### src/rtl/decoder_scan_ctrl.sv
// Select/enable sequencer for a 4-to-16 enable decoder: single-select dwell or 16-entry sweep.
// Enable drops for a break cycle around every select change, so only one decoder output is ever active.
module decoder_scan_ctrl #(
  parameter int unsigned DWELL_W = 8
) (
  input  logic               clk,
  input  logic               reset,
  input  logic               start,
  input  logic               abort,
  input  logic               mode,
  input  logic [3:0]         addrIn,
  input  logic [DWELL_W-1:0] dwell,
  output logic [3:0]         selOut,
  output logic               enOut,
  output logic               busy,
  output logic               done
);

  typedef enum logic [1:0] {
    IDLE,
    ACTIVE,
    GAP,
    DONE
  } state_e;

  state_e             state_q;
  logic               mode_q;
  logic [DWELL_W-1:0] dwell_q;
  logic [DWELL_W-1:0] dcnt_q;
  logic [3:0]         ecnt_q;
  logic [3:0]         sel_q;
  logic               en_q;
  logic               busy_q;
  logic               done_q;

  always_ff @(posedge clk) begin
    if (reset) begin
      state_q <= IDLE;
      mode_q  <= 1'b0;
      dwell_q <= '0;
      dcnt_q  <= '0;
      ecnt_q  <= '0;
      sel_q   <= '0;
      en_q    <= 1'b0;
      busy_q  <= 1'b0;
      done_q  <= 1'b0;
    end else if (abort && state_q != IDLE) begin
      state_q <= IDLE;
      en_q    <= 1'b0;
      busy_q  <= 1'b0;
      done_q  <= 1'b0;
    end else begin
      unique case (state_q)
        IDLE: begin
          en_q   <= 1'b0;
          done_q <= 1'b0;
          busy_q <= 1'b0;
          if (start) begin
            mode_q  <= mode;
            dwell_q <= dwell;
            sel_q   <= addrIn;
            dcnt_q  <= '0;
            ecnt_q  <= '0;
            en_q    <= 1'b1;
            busy_q  <= 1'b1;
            state_q <= ACTIVE;
          end
        end
        ACTIVE: begin
          // Counter stops at the match, so it never wraps even at maximum dwell.
          if (dcnt_q == dwell_q) begin
            en_q <= 1'b0;
            if (!mode_q || ecnt_q == 4'd15) begin
              done_q  <= 1'b1;
              state_q <= DONE;
            end else begin
              state_q <= GAP;
            end
          end else begin
            dcnt_q <= dcnt_q + 1'b1;
          end
        end
        GAP: begin
          sel_q   <= sel_q + 4'd1;
          ecnt_q  <= ecnt_q + 4'd1;
          dcnt_q  <= '0;
          en_q    <= 1'b1;
          state_q <= ACTIVE;
        end
        DONE: begin
          done_q  <= 1'b0;
          busy_q  <= 1'b0;
          state_q <= IDLE;
        end
        default: state_q <= IDLE;
      endcase
    end
  end

  assign selOut = sel_q;
  assign enOut  = en_q;
  assign busy   = busy_q;
  assign done   = done_q;

endmodule

### config.mk
export PLATFORM = sky130hd
export DESIGN_NAME = decoder_scan_ctrl
export DESIGN_NICKNAME = d
export VERILOG_FILES = /design/src/rtl/decoder_scan_ctrl.sv
export SDC_FILE = /design/constraint.sdc
export NUM_CORES = 1
export LEC_CHECK = 0
export ABC_AREA = 1
export BUFFER_PORTS_ARGS = -buffer_cell sky130_fd_sc_hd__buf_2
export CAP_MARGIN = 5
export CELL_PAD_IN_SITES_DETAIL_PLACEMENT = 0
export CELL_PAD_IN_SITES_GLOBAL_PLACEMENT = 1
export CORE_MARGIN = 3
export CORE_UTILIZATION = 40
export CTS_BUF_LIST = sky130_fd_sc_hd__clkbuf_8 sky130_fd_sc_hd__clkbuf_16
export DETAILED_ROUTE_END_ITERATION = 10
export PLACE_DENSITY = 0.88
export SETUP_SLACK_MARGIN = 0.05
export SLEW_MARGIN = 40
export SYNTH_ARGS = -nofsm -noshare
export SYNTH_HDL_FRONTEND = slang
export SYNTH_SLANG_ARGS = --single-unit
### constraint.sdc
create_clock -name clk -period 1.8 [get_ports clk]
set_input_delay 0.36 -clock clk [delete_from_list [all_inputs] [get_ports clk]]
set_output_delay 0.36 -clock clk [all_outputs]
set_load 0.02 [all_outputs]
Yosys cells after proc, flatten, opt, wreduce, memory -nomap -nowiden
Index checks and enable logic that the tools add are counted.

$add $sub $neg: 3. Bitwise logic cells: 1. Muxes and demuxes: 18. Equal/unequal tests: 9. Reduce and logical (&&, ||, !) cells: 17.

Operator list (number): $pmux 8 s3 (1); $mux 8 (2); $pmux 4 s2 (2); $reduce_and 3->1 (3); $add 4x1->4 const B (2); $add 8x1->8 const B (1); $eq 8x8->1 (1); $mux 4 (2); $ne 2x2->1 const B (4); $pmux 2 s4 (1); $reduce_bool 2->1 (4); $mux 1 (5); $eq 2x2->1 const B (2); $eq 4x4->1 const B (1); $mux 2 (2); $pmux 1 s2 (2); $reduce_and 2->1 (2); $reduce_and 4->1 (1); $reduce_or 2->1 (2); $pmux 1 s3 (1); $reduce_bool 3->1 (1); $eq 2x1->1 const B (1); $logic_not 2->1 (1); $logic_and 1x1->1 (1); 3 further kinds (3).

Input port bits: 17. Word-level logic and storage cells: 57. Output and inout bits: 7. Register bits: 30.

Depth between registers and ports, before layout
Gate-level depths: netlist of the first run.

Word-level depth: 5. Mapped depth: 11. Depth with buffers taken out: 10.

Least setup slack after synthesis of the first run
No wires, ideal clock.

Kind: register to register. Start: register state_q[0]. End: register dcnt_q[1]. Data arrival time: 1.435 ns. Data required time: 1.731 ns. Setup slack: 0.296 ns. Buffers on the path: 1. Library setup time: 0.069 ns. Stages on the path, launching flop included: 9. Clock period less this slack: 1.504 ns. Cell sequence: dfxtp_1 inv_1 ha_1 nand2_1 nand2_1 nor2_2 buf_2 nand4_1 a21oi_2.

Cells in the longest elaborated chain, start to end: 4. Elaborated cells on any way between the ends: 11. Classes of those cells: 4 x eq/ne; 1 x mux; 1 x bitwise; 5 x reduce/logical.

Ends and longest elaborated chain: start, declared (RTL line 26) `state_e state_q;`; start signal, assigned (RTL line 38) `state_q <= IDLE;`; start signal, assigned (RTL line 48) `state_q <= IDLE;`; start signal, assigned (RTL line 66) `state_q <= ACTIVE;`; branches (longest 4 deep; another with $reduce_and 4->1); end signal, assigned (RTL line 80) `dcnt_q <= dcnt_q + 1'b1;`; end, declared (RTL line 29) `logic [DWELL_W-1:0] dcnt_q;`.

Parallel ways; which one is timed is not known. A chain may end at the register's enable or synchronous reset.

Worst setup path after layout of the first run
Start: register state_q[0]. End: register ecnt_q[3].

Cells in the longest elaborated chain, start to end: 4. Elaborated cells on any way between the ends: 9. Classes of those cells: 2 x eq/ne; 1 x mux; 1 x bitwise; 5 x reduce/logical.

Ends and longest elaborated chain: branches (longest 4 deep; another with $reduce_and 3->1); end signal, assigned (RTL line 85) `ecnt_q <= ecnt_q + 4'd1;`; end, declared (RTL line 30) `logic [3:0] ecnt_q;`.

Parallel ways; which one is timed is not known.

==> results of run 1 <==
==> worst max-delay path, delay by kind of cell, from the launching register on <==
kind	cells	cell delay, ns
fa+ha+maj	1	0.22
simple gates	5	0.59
buf+inv	1	0.08
flops	1	0.41
xor+xnor	1	0.15
==> worst max-delay path by stage <==
stage | start | endpoint | slack (ns) | cells past startpoint
detailed placement | state_q[0] | ecnt_q[3] | 0.18 | 8
CTS | state_q[0] | ecnt_q[3] | 0.18 | 8
global placement | state_q[0] | ecnt_q[3] | 0.24 | 8
finish | state_q[0] | ecnt_q[3] | 0.23 | 8
global route | state_q[0] | ecnt_q[3] | 0.05 | 8
floorplan | state_q[0] | dcnt_q[1] | 0.30 | 8
==> state kept, by name, indices dropped and copies added, names as in the netlist <==
signal   flops
selOut       4
mode_q       1
dwell_q      8
busy         1
enOut        1
ecnt_q       4
dcnt_q       8
state_q      2
done         1
==> metrics by stage <==
step           setup WS, ns  cells  area [um^2]  hold slack [ns]
2_1_floorplan         0.296    237         1690            0.444
3_3_place_gp          0.235    306         1860            0.455
3_5_place_dp          0.185    306         1860            0.458
4_1_cts               0.178    314         1970            0.314
5_1_grt              0.0528    315         1980            0.327
6_report              0.232    315         1980            0.317
==> placed cells by master, fill, tap and decap left out, drive strengths merged <==
| cell | netlist | layout |
|---|---|---|
| and3 | 1 | 1 |
| nand3 | 18 | 18 |
| nor3 | 1 | 1 |
| nor2 | 32 | 32 |
| inv | 26 | 26 |
| buf | 4 | 29 |
| o21ai | 17 | 17 |
| bufinv | 0 | 1 |
| clkbuf | 3 | 5 |
| clkinvlp | 0 | 2 |
| a31oi | 1 | 1 |
| xnor2 | 6 | 6 |
| nand2 | 57 | 57 |
| nand4 | 6 | 6 |
| ha | 8 | 8 |
| dfxtp | 30 | 30 |
| xor2 | 4 | 4 |
| a211oi | 1 | 1 |
| a21oi | 21 | 21 |
| or2 | 1 | 1 |
==> metal layers <==
layer | up-vias | global-route usage [%] | share of wire, %
li1 | 822 | - | -
met1 | 676 | 21.2 | 49
met2 | 19 | 23.0 | 46
met3 | 5 | 4.83 | 4.2
met4 | 0 | 5.01 | 0.96
met5 | - | 0 | 0
==> power by group through the flow <==
stage	registers, mW	logic [mW]	clock network [mW]
6_report	0.942	1.07	0.688
2_1_floorplan	0.991	0.777	0
5_1_grt	0.967	1.22	0.730
3_3_place_gp	0.956	1.06	0
3_5_place_dp	0.960	1.06	0
4_1_cts	0.946	1.06	0.706
==> area by class of cell <==
class | count | area [um^2]
Timing Repair Buffer | 29 | 160
Tap cell | 48 | 60.1
Fill cell | 419 | 1870
Clock buffer | 5 | 68.8
Sequential cell | 30 | 601
Inverter | 26 | 97.6
Clock inverter | 3 | 45.0
Multi-Input combinational cell | 174 | 951
==> cells by family (layout without fill, tap and decap cells) <==
| logic type | Yosys count | count (layout) | share of synthesized area (%) |
|---|---|---|---|
| AND/OR/NAND/NOR | 116 | 116 | 31.5 |
| AO/OA/AOI/OAI | 40 | 40 | 13.0 |
| buffers and inverters | 33 | 63 | 8.38 |
| flip-flops | 30 | 30 | 35.6 |
| XOR/XNOR | 10 | 10 | 5.63 |
| adder cells (fa/ha/maj) | 8 | 8 | 5.93 |
==> timing repair <==
item	in CTS	in global routing
hold endpoints to repair	0	0
gates resized for setup	0	1
setup endpoints to repair	0	5
hold buffers	0	0
setup buffers	0	1
==> flow_summary_export.csv, run 1 <==
group,metric,value,unit
global_routing,grt_overflow,0,
logic_synthesis,synthCells,237,
sta,setup_viol,0,
critical_path,crit_type,"register to register",
critical_path,arrival,1.74,ns
critical_path,crit_path_start_kind,"register",
logic_synthesis,synth_commonest_cells,"53 x nand2_1, 30 x dfxtp_1, 28 x nor2_1, 25 x inv_1",
floorplanning,fp.dieH,71.0,um
global_routing,grt_first_pass_wirelength,6.24,mm
logic_synthesis,yosysUniqueCellTypes,27,
floorplanning,initial_utilization,43.8,%
critical_path,cp.required,1.97,ns
power,p_per_area,1360,nW/um^2
logic_synthesis,synth.area.top_cells,"dfxtp_1 36%, nand2_1 12%, nor2_1 6.2%, ha_1 5.9%, inv_1 5.6%",
global_routing,grt_pass1_vias,1366,
logic_synthesis,yosysMostFrequentCell,"nand2_1",
critical_path,r2r_slack,0.23,ns
power,clkPwrFrac,25.4,%
floorplanning,io_pins,24,
sta,post-route-min-period,1.57,ns
route,drt-total-wl,3.54,mm
sta,rsz0062_at_grt,"false",
logic_synthesis,synth_top_flop_cell,"dfxtp_1",
critical_path,r2r_start,"state_q[0]",
sta,post-route-period-util,87.1,%
power,switchingPower,1.08,mW
placement,place_hpwl,2.73,mm
global_routing,grtUsageTotal,15.4,%
clocking,path_clk_slew,0.07,ns
hold_path,whs_endpoint,"dwell_q[0]",
critical_path,cpPeakStageDelay,0.41,ns
placement,gp_congestion,0.818,
route,drc,0,
route,drtIter0Drc,45,
floorplanning,dieArea,5040,um^2
route,wire_per_inst,11.2,um
sta,fmax,0.638,GHz
sta,worst_pin_slew,0.468,ns
cells_and_area,finalNetCount,291,
global_routing,grt_max_degree,13,
run,maxCapViolCount,0,
critical_path,cp_cell_sequence,"inv_1 -> ha_1 -> nand2_1 -> nand3_2 -> nand2_2 -> nand4_1 -> xor2_1 -> nor2_1",
sta,finalHoldViolations,0,
clocking,cts_tree,"yes",
route,first_pass_iters,4,
clocking,cts-htree-levels,2,
power,pwr-share-seq,34.9,%
floorplanning,core-area,3850,um^2
power,p_total,2.70,mW
critical_path,worstSetupEndpointType,"register",
logic_synthesis,synth_top_area_share,35.6,%
critical_path,reg2reg_to,"ecnt_q[3]",
logic_synthesis,yosys_warnings,0,
clocking,ctsRootBufferMaster,"clkbuf_8",
route,vias_per_cell,4.83,
logic_synthesis,syn_area,1690,um^2
logic_synthesis,yosysTopAreaCell,"dfxtp_1",
critical_path,slowest_stage,"dfxtp_1",
sta,finalClockSkew,0.00692,ns
critical_path,critPathMaxFanout,6,
hold_path,hold_depth,3,
logic_synthesis,synth_nets,262,
logic_synthesis,syn_avg_cell_area,7.12,um^2
hold_path,hold_path_startpoint,"dwell[0]",
power,p_leak,0.888,nW
global_routing,antenna_found_initial,0,
placement,io_buffers,23,
cells_and_area,drive_gt1_share,20.2,%
route,ant_nets,0,
cells_and_area,final_util,51.5,%
clocking,clockBufferDepth,2,
cells_and_area,syn_to_final_growth,17.5,%
clocking,cts.sink_count,30,
floorplanning,die_x,71.0,um
logic_synthesis,synth_edf_count,0,
sta,relSlewSlack,68.8,%
clocking,numCtsBuffers,5,
logic_synthesis,ys_seq_area_share,35.6,%
sta,tns,0,ns
power,p_int,1.62,mW
critical_path,rr_worst_depth,8,
logic_synthesis,yosys_register_bits,30,
floorplanning,num_rows,22,
power,p_comb_share,39.7,%
power,ir_worst_vdd,0.744,mV
hold_path,hold_class,"input pin to register",
sta,final_max_slew_viol_count,0,
clocking,clock_latency,0.29,ns
cells_and_area,antenna_cells,0,
power,swShare,40.0,%
outcome,status,"finished clean",
logic_synthesis,async_flop_share,0,%
route,num_vias,1522,
Note: power is estimated with default switching activity, not from simulation.
==> inputs of run 2 (changes only) <==
--- a/config.mk
+++ b/config.mk
@@ -8,10 +8,8 @@
 export ABC_AREA = 1
 export BUFFER_PORTS_ARGS = -buffer_cell sky130_fd_sc_hd__buf_2
 export CAP_MARGIN = 5
-export CELL_PAD_IN_SITES_DETAIL_PLACEMENT = 0
-export CELL_PAD_IN_SITES_GLOBAL_PLACEMENT = 1
 export CORE_MARGIN = 3
-export CORE_UTILIZATION = 40
+export CORE_UTILIZATION = 56
 export CTS_BUF_LIST = sky130_fd_sc_hd__clkbuf_8 sky130_fd_sc_hd__clkbuf_16
 export DETAILED_ROUTE_END_ITERATION = 10
 export PLACE_DENSITY = 0.88
==> flow_summary_export.csv, run 2 (synthesized netlist as in run 1, its figures left out) <==
group,metric,value,unit
outcome,status,"finished clean",
power,p_int,1.50,mW
placement,place_hpwl,2.64,mm
placement,numPlacedInstances,288,
power,clkPwrFrac,21.5,%
sta,setup_viol,0,
power,pwr-share-seq,36.9,%
power,p_leak,0.879,nW
clocking,numCtsBuffers,5,
placement,gp_congestion,0.861,
power,switchingPower,1.08,mW
placement,dp_slack,0.242,ns
critical_path,crit_family,"simple AND/OR/NAND/NOR gates",
route,drc,0,
global_routing,antenna_found_initial,0,
route,vias_per_cell,5.33,
run,maxCapViolCount,0,
clocking,cts.sink_count,30,
global_routing,grt_pass1_vias,1396,
hold_path,hold_class,"input pin to register",
hold_path,hold_depth,3,
cells_and_area,finalNetCount,289,
critical_path,critPathMaxFanout,8,
critical_path,arrival,1.75,ns
critical_path,r2r_start,"state_q[0]",
critical_path,crit_path_start_kind,"register",
cells_and_area,final_common_cell,"nand2_1",
route,drt-total-wl,3.59,mm
global_routing,grt_first_pass_wirelength,6.11,mm
clocking,clock_latency,0.29,ns
critical_path,crit_type,"register to register",
route,drtIter0Drc,58,
critical_path,cpPeakStageDelay,0.40,ns
critical_path,crit_cells,8,
route,ant_nets,0,
hold_path,hold_path_startpoint,"mode",
sta,finalClockSkew,0.00971,ns
sta,worst_pin_slew,0.471,ns
global_routing,grtUsageTotal,22.5,%
cells_and_area,final_util,68.4,%
sta,relSlewSlack,68.6,%
sta,tns,0,ns
critical_path,cp.required,1.96,ns
global_routing,grt_overflow,0,
cells_and_area,final_cell_mix,"53 x nand2_1, 30 x dfxtp_1, 28 x nor2_1",
floorplanning,num_rows,19,
sta,finalHoldViolations,0,
floorplanning,dieArea,3710,um^2
cells_and_area,top_regs,"dcnt_q x8, dwell_q x8",
power,p_total,2.58,mW
cells_and_area,antenna_cells,0,
route,num_vias,1578,
cells_and_area,postLayoutCellArea,1920,um^2
sta,post-route-period-util,88.2,%
placement,post_dp_cell_area,1830,um^2
power,ir_worst_vdd,0.923,mV
cells_and_area,drive_gt1_share,18.9,%
cells_and_area,instances_no_fill,296,
clocking,clockBufferDepth,2,
placement,io_buffers,23,
critical_path,cp-startpoint,"state_q[0]",
clocking,path_clk_slew,0.06,ns
clocking,cts-htree-levels,2,
critical_path,cp_cell_sequence,"inv_1 -> ha_1 -> nand2_1 -> nand3_1 -> nand2_2 -> nand4_1 -> xor2_1 -> nor2_1",
power,swShare,41.7,%
sta,fin_hold_ws,0.329,ns
route,wire_per_inst,12.1,um
floorplanning,die_x,60.9,um
sta,final_max_slew_viol_count,0,
critical_path,cp_num_buf_inv,1,
critical_path,rr_worst_depth,8,
clocking,postCtsSetupBuffers,0,
clocking,cts_tree,"yes",
critical_path,slowest_stage,"dfxtp_1",
floorplanning,core-area,2810,um^2
critical_path,r2r_slack,0.21,ns
sta,post-route-min-period,1.59,ns
sta,fmax,0.630,GHz
clocking,ctsRootBufferMaster,"clkbuf_8",
critical_path,worstSetupEndpointType,"register",
power,p_per_area,1340,nW/um^2
global_routing,grt_max_degree,16,
floorplanning,fp.dieH,60.9,um
clocking,hold_buffers,0,
sta,rsz0062_at_grt,"false",
clocking,cts-resized-gates,0,
sta,fin_ws,0.212,ns
floorplanning,io_pins,24,
floorplanning,initial_utilization,60.2,%
route,first_pass_iters,4,
power,p_comb_share,41.7,%
cells_and_area,syn_to_final_growth,13.7,%
run 2: area by class of cell:
cell class / instances / area, um^2
Inverter: 26 / 97.6
Timing Repair Buffer: 27 / 145
Tap cell: 31 / 38.8
Clock buffer: 6 / 82.6
Sequential cell: 30 / 601
Multi-Input combinational cell: 174 / 946
Fill cell: 239 / 886
Clock inverter: 2 / 8.76
run 2: worst register-to-register path: cells and delay by family, from the launching register on:
family,cells,cell delay (ns)
xor gates and xnor gates,1,0.14
adders and majority gates,1,0.24
buffers and inverters,1,0.10
DFF,1,0.40
and+or+nand+nor,5,0.60
run 2: path summary, 6_finish.rpt:
path	endpoint
worst max-delay path	ecnt_q[3]
worst min-delay path	mode_q
worst max register to register	ecnt_q[3]
worst min register to register	busy
run 2: power by group through the flow:
stage	clock (mW)	combinational, mW	sequential (mW)
2_1_floorplan	0	0.777	0.991
3_3_place_gp	0	1.02	0.957
3_5_place_dp	0	1.06	0.963
4_1_cts	0.563	1.07	0.949
5_1_grt	0.600	1.21	0.970
6_report	0.554	1.07	0.950
run 2: metal layers:
layer  global-route usage (%)  vias to the layer above  part of all wire, %
met5                        0                        -                    0
met4                     7.74                        0                 0.53
li1                         -                      816                    -
met2                     37.3                       45                   50
met1                     27.5                      715                   45
met3                     7.02                        2                  4.8
